`src/rtl/seg7_capture.sv`:
```
// seg7_capture: reads a multiplexed 7-segment bus back into BCD digits,
// filtering each pattern for stability and assembling complete frames.
module seg7_capture #(
   parameter int NUM_DIGITS = 4,
   parameter int STABLE_CNT = 16,
   parameter bit ACTIVE_LOW = 1'b1
) (
   input  logic                    clk,
   input  logic                    rst,
   input  logic [6:0]              seg,
   input  logic [NUM_DIGITS-1:0]   dig_sel,
   output logic [4*NUM_DIGITS-1:0] digits,
   output logic [NUM_DIGITS-1:0]   dig_err,
   output logic [NUM_DIGITS-1:0]   dig_blank,
   output logic                    cap_vld,
   output logic [2:0]              cap_idx,
   output logic [3:0]              cap_num,
   output logic                    frame_vld
);

   localparam int CW = $clog2(STABLE_CNT + 1);
   localparam logic [CW-1:0] CNT_MAX = CW'(STABLE_CNT);
   localparam logic [CW-1:0] CNT_CAP = CW'(STABLE_CNT - 1);
   localparam int SW = 7 + NUM_DIGITS;

   typedef enum logic [1:0] {
      UNSTABLE,
      COUNT,
      HOLD
   } state_t;

   state_t state;
   state_t state_nx;

   logic [6:0]              seg_q;
   logic [NUM_DIGITS-1:0]   sel_q;
   logic [6:0]              seg_a;
   logic [NUM_DIGITS-1:0]   sel_a;
   logic [SW-1:0]           prev;
   logic                    diff;
   logic                    onehot;
   logic                    cap;
   logic [CW-1:0]           cnt;
   logic [2:0]              enc;
   logic [3:0]              d_num;
   logic                    d_err;
   logic                    d_blank;
   logic [4*NUM_DIGITS-1:0] sh_num;
   logic [NUM_DIGITS-1:0]   sh_err;
   logic [NUM_DIGITS-1:0]   sh_blank;
   logic [NUM_DIGITS-1:0]   seen;
   logic [NUM_DIGITS-1:0]   seen_nx;
   logic                    frame_pend;

   assign seg_a   = ACTIVE_LOW ? ~seg_q : seg_q;
   assign sel_a   = ACTIVE_LOW ? ~sel_q : sel_q;
   assign diff    = {seg_a, sel_a} != prev;
   assign onehot  = $countones(sel_a) == 1;
   assign seen_nx = seen | sel_a;

   // prev holds the previous active-high sample for the settle compare
   always_ff @(posedge clk) begin
      if (rst) begin
         seg_q <= '0;
         sel_q <= '0;
         prev  <= '0;
      end else begin
         seg_q <= seg;
         sel_q <= dig_sel;
         prev  <= {seg_a, sel_a};
      end
   end

   always_comb begin
      d_num   = 4'hF;
      d_err   = 1'b0;
      d_blank = 1'b0;
      case (seg_a)
         7'h7E:   d_num = 4'd0;
         7'h30:   d_num = 4'd1;
         7'h6D:   d_num = 4'd2;
         7'h79:   d_num = 4'd3;
         7'h33:   d_num = 4'd4;
         7'h5B:   d_num = 4'd5;
         7'h5F:   d_num = 4'd6;
         7'h70:   d_num = 4'd7;
         7'h7F:   d_num = 4'd8;
         7'h7B:   d_num = 4'd9;
         7'h00:   d_blank = 1'b1;
         default: d_err = 1'b1;
      endcase
   end

   always_comb begin
      enc = 3'd0;
      for (int i = 0; i < NUM_DIGITS; i++) begin
         if (sel_a[i]) enc = 3'(i);
      end
   end

   always_ff @(posedge clk) begin
      if (rst) state <= UNSTABLE;
      else     state <= state_nx;
   end

   always_comb begin
      state_nx = state;
      cap      = 1'b0;
      unique case (state)
         UNSTABLE: begin
            state_nx = diff ? UNSTABLE : COUNT;
         end
         COUNT: begin
            if (diff) begin
               state_nx = UNSTABLE;
            end else if (cnt == CNT_CAP && onehot) begin
               cap      = 1'b1;
               state_nx = HOLD;
            end
         end
         HOLD: begin
            if (diff) state_nx = UNSTABLE;
         end
         default: state_nx = UNSTABLE;
      endcase
   end

   // counts unchanged compares; saturates so long dwells never wrap
   always_ff @(posedge clk) begin
      if (rst)                 cnt <= '0;
      else if (diff)           cnt <= '0;
      else if (cnt != CNT_MAX) cnt <= cnt + CW'(1);
   end

   always_ff @(posedge clk) begin
      if (rst) begin
         cap_vld <= 1'b0;
         cap_idx <= 3'd0;
         cap_num <= 4'd0;
      end else begin
         cap_vld <= cap;
         if (cap) begin
            cap_idx <= enc;
            cap_num <= d_num;
         end
      end
   end

   always_ff @(posedge clk) begin
      if (rst) begin
         sh_num   <= '0;
         sh_err   <= '0;
         sh_blank <= '0;
      end else if (cap) begin
         for (int i = 0; i < NUM_DIGITS; i++) begin
            if (sel_a[i]) begin
               sh_num[4*i +: 4] <= d_num;
               sh_err[i]        <= d_err;
               sh_blank[i]      <= d_blank;
            end
         end
      end
   end

   // frame publish lags the completing capture by one edge
   always_ff @(posedge clk) begin
      if (rst) begin
         seen       <= '0;
         frame_pend <= 1'b0;
         frame_vld  <= 1'b0;
         digits     <= '1;
         dig_err    <= '0;
         dig_blank  <= '0;
      end else begin
         frame_pend <= cap && (&seen_nx);
         frame_vld  <= frame_pend;
         if (frame_pend) begin
            digits    <= sh_num;
            dig_err   <= sh_err;
            dig_blank <= sh_blank;
            seen      <= '0;
         end else if (cap) begin
            seen <= seen_nx;
         end
      end
   end

endmodule

```
`config.mk`:
```
export PLATFORM = sky130hd
export DESIGN_NAME = seg7_capture
export DESIGN_NICKNAME = d
export VERILOG_FILES = /design/src/rtl/seg7_capture.sv
export SDC_FILE = /design/constraint.sdc
export NUM_CORES = 1
export LEC_CHECK = 0
export BUFFER_PORTS_ARGS = -buffer_cell sky130_fd_sc_hd__buf_2
export CAP_MARGIN = 30
export CORE_UTILIZATION = 57
export CTS_CLUSTER_DIAMETER = 120
export DETAILED_ROUTE_END_ITERATION = 10
export GPL_ROUTABILITY_DRIVEN = 0
export HOLD_SLACK_MARGIN = 0.12
export PLACE_DENSITY = 0.76
export SYNTH_ARGS = -nofsm -noshare
export SYNTH_HDL_FRONTEND = slang
export SYNTH_SLANG_ARGS = --single-unit
```
`constraint.sdc`:
```
create_clock -name clk -period 4.15 [get_ports clk]
set_input_delay 0.2075 -clock clk [delete_from_list [all_inputs] [get_ports clk]]
set_output_delay 0.2075 -clock clk [all_outputs]
set_load 0.01 [all_outputs]
```
# Word level (Yosys, flattened, before mapping)
# Index checks and enable logic that the tools add are counted.
[word_totals] ff_bits=91 latchBits=0 ram_bits=0 romBits=0 in_bits=13 output_inout_bits=33 word_cells=78 memories=0
[op_classes] addsub=4 mul=0 div_mod_pow=0 n_lt_le_gt_ge=0 eq_ne=18 n_shift=0 muxes=14 n_bitwise=3 n_reduce_logical=13
[op_table] operator="$eq A7 B7 Y1 const B" n=8
[op_table] operator="$pmux W4 S10" n=1
[op_table] operator="$eq A7 B6 Y1 const B" n=2
[op_table] operator="$ne A11 B11 Y1" n=1
[op_table] operator="$reduce_or A11 Y1" n=1
[op_table] operator="$reduce_and A2 Y1" n=5
[op_table] operator="$logic_not A7 Y1" n=1
[op_table] operator="$mux W1" n=7
[op_table] operator="$not A7 Y7" n=1
[op_table] operator="$mux W2" n=3
[op_table] operator="$mux W3" n=2
[op_table] operator="$pmux W2 S3" n=1
[op_table] operator="$add A5 B1 Y5 const B" n=1
[op_table] operator="$eq A5 B4 Y1 const B" n=1
[op_table] operator="$ne A5 B5 Y1 const B" n=1
[op_table] operator="$add A1 B1 Y2" n=2
[op_table] operator="$not A4 Y4" n=1
[op_table] operator="$or A4 B4 Y4" n=1
[op_table] operator="$reduce_and A4 Y1" n=1
[op_table] operator="$reduce_or A2 Y1" n=2
[op_table] operator="$add A2 B2 Y3" n=1
[op_table] operator="$eq A3 B1 Y1 const B" n=1
[op_table] operator="$ne A3 B3 Y1 const B" n=1
[op_table] operator="$eq A2 B1 Y1 const B" n=1
[op_table] operator="4 further kinds" n=5

# Logic depth before layout (Yosys ltp)
[depth] word_depth=9 mapped_depth=10

# Least setup slack after synthesis
# Ideal clock, no wire load.
[synth_path] path_kind="register to register" from="register sel_q[0]" to="register sh_blank[2]" setup_ps=132 arrival_time_ps=3040 required_ps=4018 slack_ps=977 path_stages_with_launch=11 cell_sequence="dfxtp_1 > fa_1 > inv_1 > ha_1 > ha_1 > or4_1 > or4_1 > clkbuf_1 > clkbuf_1 > o21ai_0 > a21oi_1"
[synth_via] elab_chain_cells=9 word_cells_on_any_way=10 classes_between="add/sub (2); eq/ne (2); mux (3); bitwise (1); reduce/logical (2)"
[synth_rtl] element="from (decl)" line_no="36" text="logic [NUM_DIGITS-1:0] sel_q;"
[synth_rtl] element="from (signal assigned)" line_no="69" text="sel_q <= dig_sel;"
[synth_rtl] element="$not A4 Y4 *" line_no="56" text="assign sel_a = ACTIVE_LOW ? ~sel_q : sel_q;"
[synth_rtl] element="$add A1 B1 Y2 (not written as such)" line_no="58" text="assign onehot = $countones(sel_a) == 1;"
[synth_rtl] element="$add A2 B2 Y3 (not written as such)" line_no="58"
[synth_rtl] element="$eq A3 B1 Y1" line_no="58"
[synth_rtl] element="$logic_and A1 B1 Y1" line_no="116" text="end else if (cnt == CNT_CAP && onehot) begin"
[synth_rtl] element="$mux W1" line_no="116"
[synth_rtl] element="$mux W1 *" line_no="114" text="if (diff) begin"
[synth_rtl] element="$mux W1 *" line_no="109" text="unique case (state)"
[synth_rtl] element="$reduce_and A2 Y1 (no line) *"
[synth_rtl] element="to (signal, indexed assignment)" line_no="159" text="sh_blank[i] <= d_blank;"
[synth_rtl] element="to (decl)" line_no="50" text="logic [NUM_DIGITS-1:0] sh_blank;"
# Mark *: on every way between the ends. The rest lies on a longest branch, timed or not.
# A chain may end at the register's enable or synchronous reset.

# Final worst setup path
[layout_path] from="register sel_q[0]" to="register sh_num[8]"
[layout_via] elab_chain_cells=9 word_cells_on_any_way=10 classes_between="add/sub (2); eq/ne (2); mux (3); bitwise (1); reduce/logical (2)"
[layout_rtl] element="$not A4 Y4 *" line_no="56"
[layout_rtl] element="$add A1 B1 Y2 (not written as such)" line_no="58"
[layout_rtl] element="$add A2 B2 Y3 (not written as such)" line_no="58"
[layout_rtl] element="$eq A3 B1 Y1" line_no="58"
[layout_rtl] element="$logic_and A1 B1 Y1" line_no="116"
[layout_rtl] element="$mux W1" line_no="116"
[layout_rtl] element="$mux W1 *" line_no="114"
[layout_rtl] element="$mux W1 *" line_no="109"
[layout_rtl] element="$reduce_and A2 Y1 (no line) *"
[layout_rtl] element="to (signal, indexed assignment)" line_no="157" text="sh_num[4*i +: 4] <= d_num;"
[layout_rtl] element="to (decl)" line_no="48" text="logic [4*NUM_DIGITS-1:0] sh_num;"
# Marks and branches as above.

==> flow_metrics.env <==
export IMPL_synth_common_cells="90 x dfxtp_1, 28 x nor2_1, 28 x nor2b_1"
export IMPL_cp_startpoint="sel_q[0]"
export IMPL_wl_per_cell_um=14.2
export IMPL_io_pins=46
export IMPL_grt_pass1_wl_mm=10.9
export IMPL_drv_cap=0
export IMPL_syn_to_final_growth_pct=16.1
export IMPL_irDropWorstVdd_mv=0.283
export IMPL_die_w_um=80.6
export IMPL_leakage_nw=1.54
export IMPL_cp_max_fo=19
export IMPL_crit_type="reg2reg"
export IMPL_hpwl_mm=4.56
export IMPL_clkLatencyLatePin_ns=0.35
export IMPL_grt_antenna_before_repair=0
export IMPL_setup_worst_path_end_class="register"
export IMPL_finalClockSkew_ns=0.00962
export IMPL_cts_sinks=90
export IMPL_synth_fp_nets=379
export IMPL_synthCells=360
export IMPL_htreeDepth=3
export IMPL_netlist_area_um2=3520
export IMPL_arrival_ns=3.79
export IMPL_synthTopCellsByArea="dfxtp_1 51%, mux2i_1 6.0%, nor2b_1 5.0%, a211o_1 4.0%, nor2_1 3.0%"
export IMPL_ys_ff_latch=90
export IMPL_vias=2633
export IMPL_startpoint_type="register"
export IMPL_numCtsBuffers=9
export IMPL_drt_iter0_markers=145
export IMPL_rsz0062_at_grt="false"
export IMPL_multi_input_area_um2=1580
export IMPL_clock_path_buffers=2
export IMPL_hold_viol=0
export IMPL_synth_most_common_cell="dfxtp_1"
export IMPL_grt_max_degree=82
export IMPL_postRouteAntennaNets=0
export IMPL_synth_top_area_cell="dfxtp_1"
export IMPL_core_um2=5960
export IMPL_fin_setup_tns_ns=0
export IMPL_grt_ovfl_total=0
export IMPL_drcViolationCount=0
export IMPL_timing_fmax_ghz=0.279
export IMPL_yosys_warnings=0
export IMPL_cts_root_buf="clkbuf_8"
export IMPL_register_area_um2=1800
export IMPL_dieArea_um2=6500
export IMPL_num_fill_cells=501
export IMPL_ys_flop_type="dfxtp_1"
export IMPL_firstDrtPassIters=5
export IMPL_start_util_pct=59.1
export IMPL_yosysTopAreaCellShare_pct=51.2
export IMPL_worstMarginPinSlew_ns=0.738
export IMPL_period_share_pct=86.4
export IMPL_synth_edf_count=0
export IMPL_rows=28
export IMPL_cts_setup_buffers=0
export IMPL_stdcell_area_um2=4090
export IMPL_syn_avg_cell_area_um2=9.78
export IMPL_grt_total_usage_pct=22.6
export IMPL_routed_wl_mm=6.86
export IMPL_port_buffers=44
export IMPL_seq_area_frac_synth_pct=51.2
export IMPL_cp_required_ns=4.36
export IMPL_hold_start="rst"
export IMPL_synth_distinct_cells=43
export IMPL_async_reset_ff_share_pct=0
export IMPL_antenna_cells=0
export IMPL_cts_tree="built"
export IMPL_period_needed_ns=3.58
export IMPL_routed_via_density=5.44
export IMPL_p_per_area_nw_per_um2=395
export IMPL_drv_slew=0
export IMPL_post_dp_cell_area_um2=3760
export IMPL_regToRegStartpoint="sel_q[0]"
export IMPL_layout_drive_gt1_share_pct=16.9
export IMPL_grt_pass1_vias=2309
export IMPL_outcome="finished, final reports clean"
export IMPL_relSlewSlack_pct=50.8
export IMPL_die_h_um=80.6
export IMPL_clk_pin_slew_ns=0.09
export IMPL_setup_viol=0
export IMPL_fin_nets=423
export IMPL_min_path_type="in2reg"
## routing by layer
| layer | GRT usage, % | vias up | share of wire [%] |
|---|---|---|---|
| li1 | - | 1340 | - |
| met1 | 28.2 | 1216 | 46 |
| met2 | 36.9 | 65 | 48 |
| met3 | 4.66 | 12 | 3.6 |
| met4 | 10.9 | 0 | 1.9 |
| met5 | 0 | - | 0 |
## per-stage QoR
stage | utilization, % | cells | hold slack (ns) | setup slack, ns | total power [mW]
6_report | 68.6 | 484 | 0.377 | 0.565 | 1.62
5_1_grt | 68.6 | 484 | 0.408 | 0.364 | 1.67
4_1_cts | 68.6 | 484 | 0.356 | 0.594 | 1.63
3_5_place_dp | 63.1 | 457 | 0.422 | 0.571 | 0.988
3_3_place_gp | 63.1 | 457 | 0.414 | 0.709 | 0.985
2_1_floorplan | - | 360 | 0.336 | 0.977 | 0.966
## cells in the final DEF (no fill, tap or decap), types with 3 or more instances in the layout
| cell | synthesis | routed |
|---|---|---|
| dfxtp_1 | 90 | 90 |
| buf_2 | 1 | 44 |
| nor2b_1 | 28 | 28 |
| nor2_1 | 28 | 28 |
| mux2i_1 | 21 | 21 |
| a21oi_1 | 20 | 20 |
| a211o_1 | 16 | 16 |
| nand2b_1 | 14 | 14 |
| inv_1 | 12 | 12 |
| xor2_1 | 12 | 12 |
| nor3_1 | 11 | 11 |
| dlygate4sd3_1 | 0 | 11 |
| o21ai_0 | 10 | 10 |
| clkbuf_8 | 0 | 9 |
| nand3_1 | 8 | 8 |
| a211oi_1 | 6 | 6 |
| nand2_1 | 5 | 5 |
| a2111oi_0 | 5 | 5 |
| ha_1 | 5 | 5 |
| nor2_2 | 4 | 4 |
| o21a_1 | 4 | 4 |
| nand3b_1 | 4 | 4 |
| and3_1 | 3 | 3 |
| or4_1 | 3 | 3 |
| xnor2_1 | 3 | 3 |
| o22ai_1 | 3 | 3 |
| buf_4 | 1 | 3 |
## timing repair
| item | CTS | global route |
|---|---|---|
| hold endpoints to repair | 11 | 0 |
| hold buffers | 11 | 0 |
| resized for setup | 0 | 0 |
## power by group
part | total [mW] | leakage, nW | internal, mW | switching, mW
Sequential | 0.894 | 0.732 | 0.876 | 0.0181
Clock | 0.641 | 0.105 | 0.338 | 0.303
Combinational | 0.0820 | 0.707 | 0.0366 | 0.0454
Total | 1.62 | 1.54 | 1.25 | 0.366
## final timing paths
| path | depth (start not counted) | endpoint | slack (ns) |
|---|---|---|---|
| worst max-delay path | 8 | sh_num[8] | 0.57 |
| worst min register to register | 1 | state[0] | 0.45 |
| worst max register to register | 8 | sh_num[8] | 0.57 |
| worst min-delay path | 3 | cnt[4] | 0.38 |
## sequential cells by signal, summed over array words and instances, names as in the netlist, 5 cells and up
| name | cells |
|---|---|
| cnt | 5 |
| digits | 16 |
| prev | 11 |
| seg_q | 7 |
| sh_num | 16 |
## kinds of logic (layout without fill, tap and decap cells)
family | after synthesis | count (layout) | share of synthesized area, %
simple gates | 121 | 121 | 19.4
xor+xnor | 15 | 15 | 3.73
compound gates | 69 | 69 | 13.3
mux | 21 | 21 | 5.97
flops | 90 | 90 | 51.2
other cells | 1 | 1 | 0.106
buf+inv | 37 | 86 | 4.09
fa+ha+maj | 6 | 6 | 2.34
## critical path, stage by stage (launching register included)
cell and delay, ns:
dfxtp_1 0.41, fa_1 0.57, inv_1 0.05, ha_1 0.18, ha_1 0.28, or4_1 0.58
or4_1 0.80, a2111oi_0 0.50, nor3_1 0.08
## final cells by class
| cell class | instances | share of cell area, % |
|---|---|---|
| multi-input combinational | 233 | 38.6 |
| timing repair buffer | 58 | 8.63 |
| sequential | 90 | 44.1 |
| tap | 75 | 2.30 |
| inverter | 12 | 1.10 |
| clock buffer | 9 | 3.03 |
| clock inverter | 7 | 2.30 |
Power figures use the tool's default switching activity.
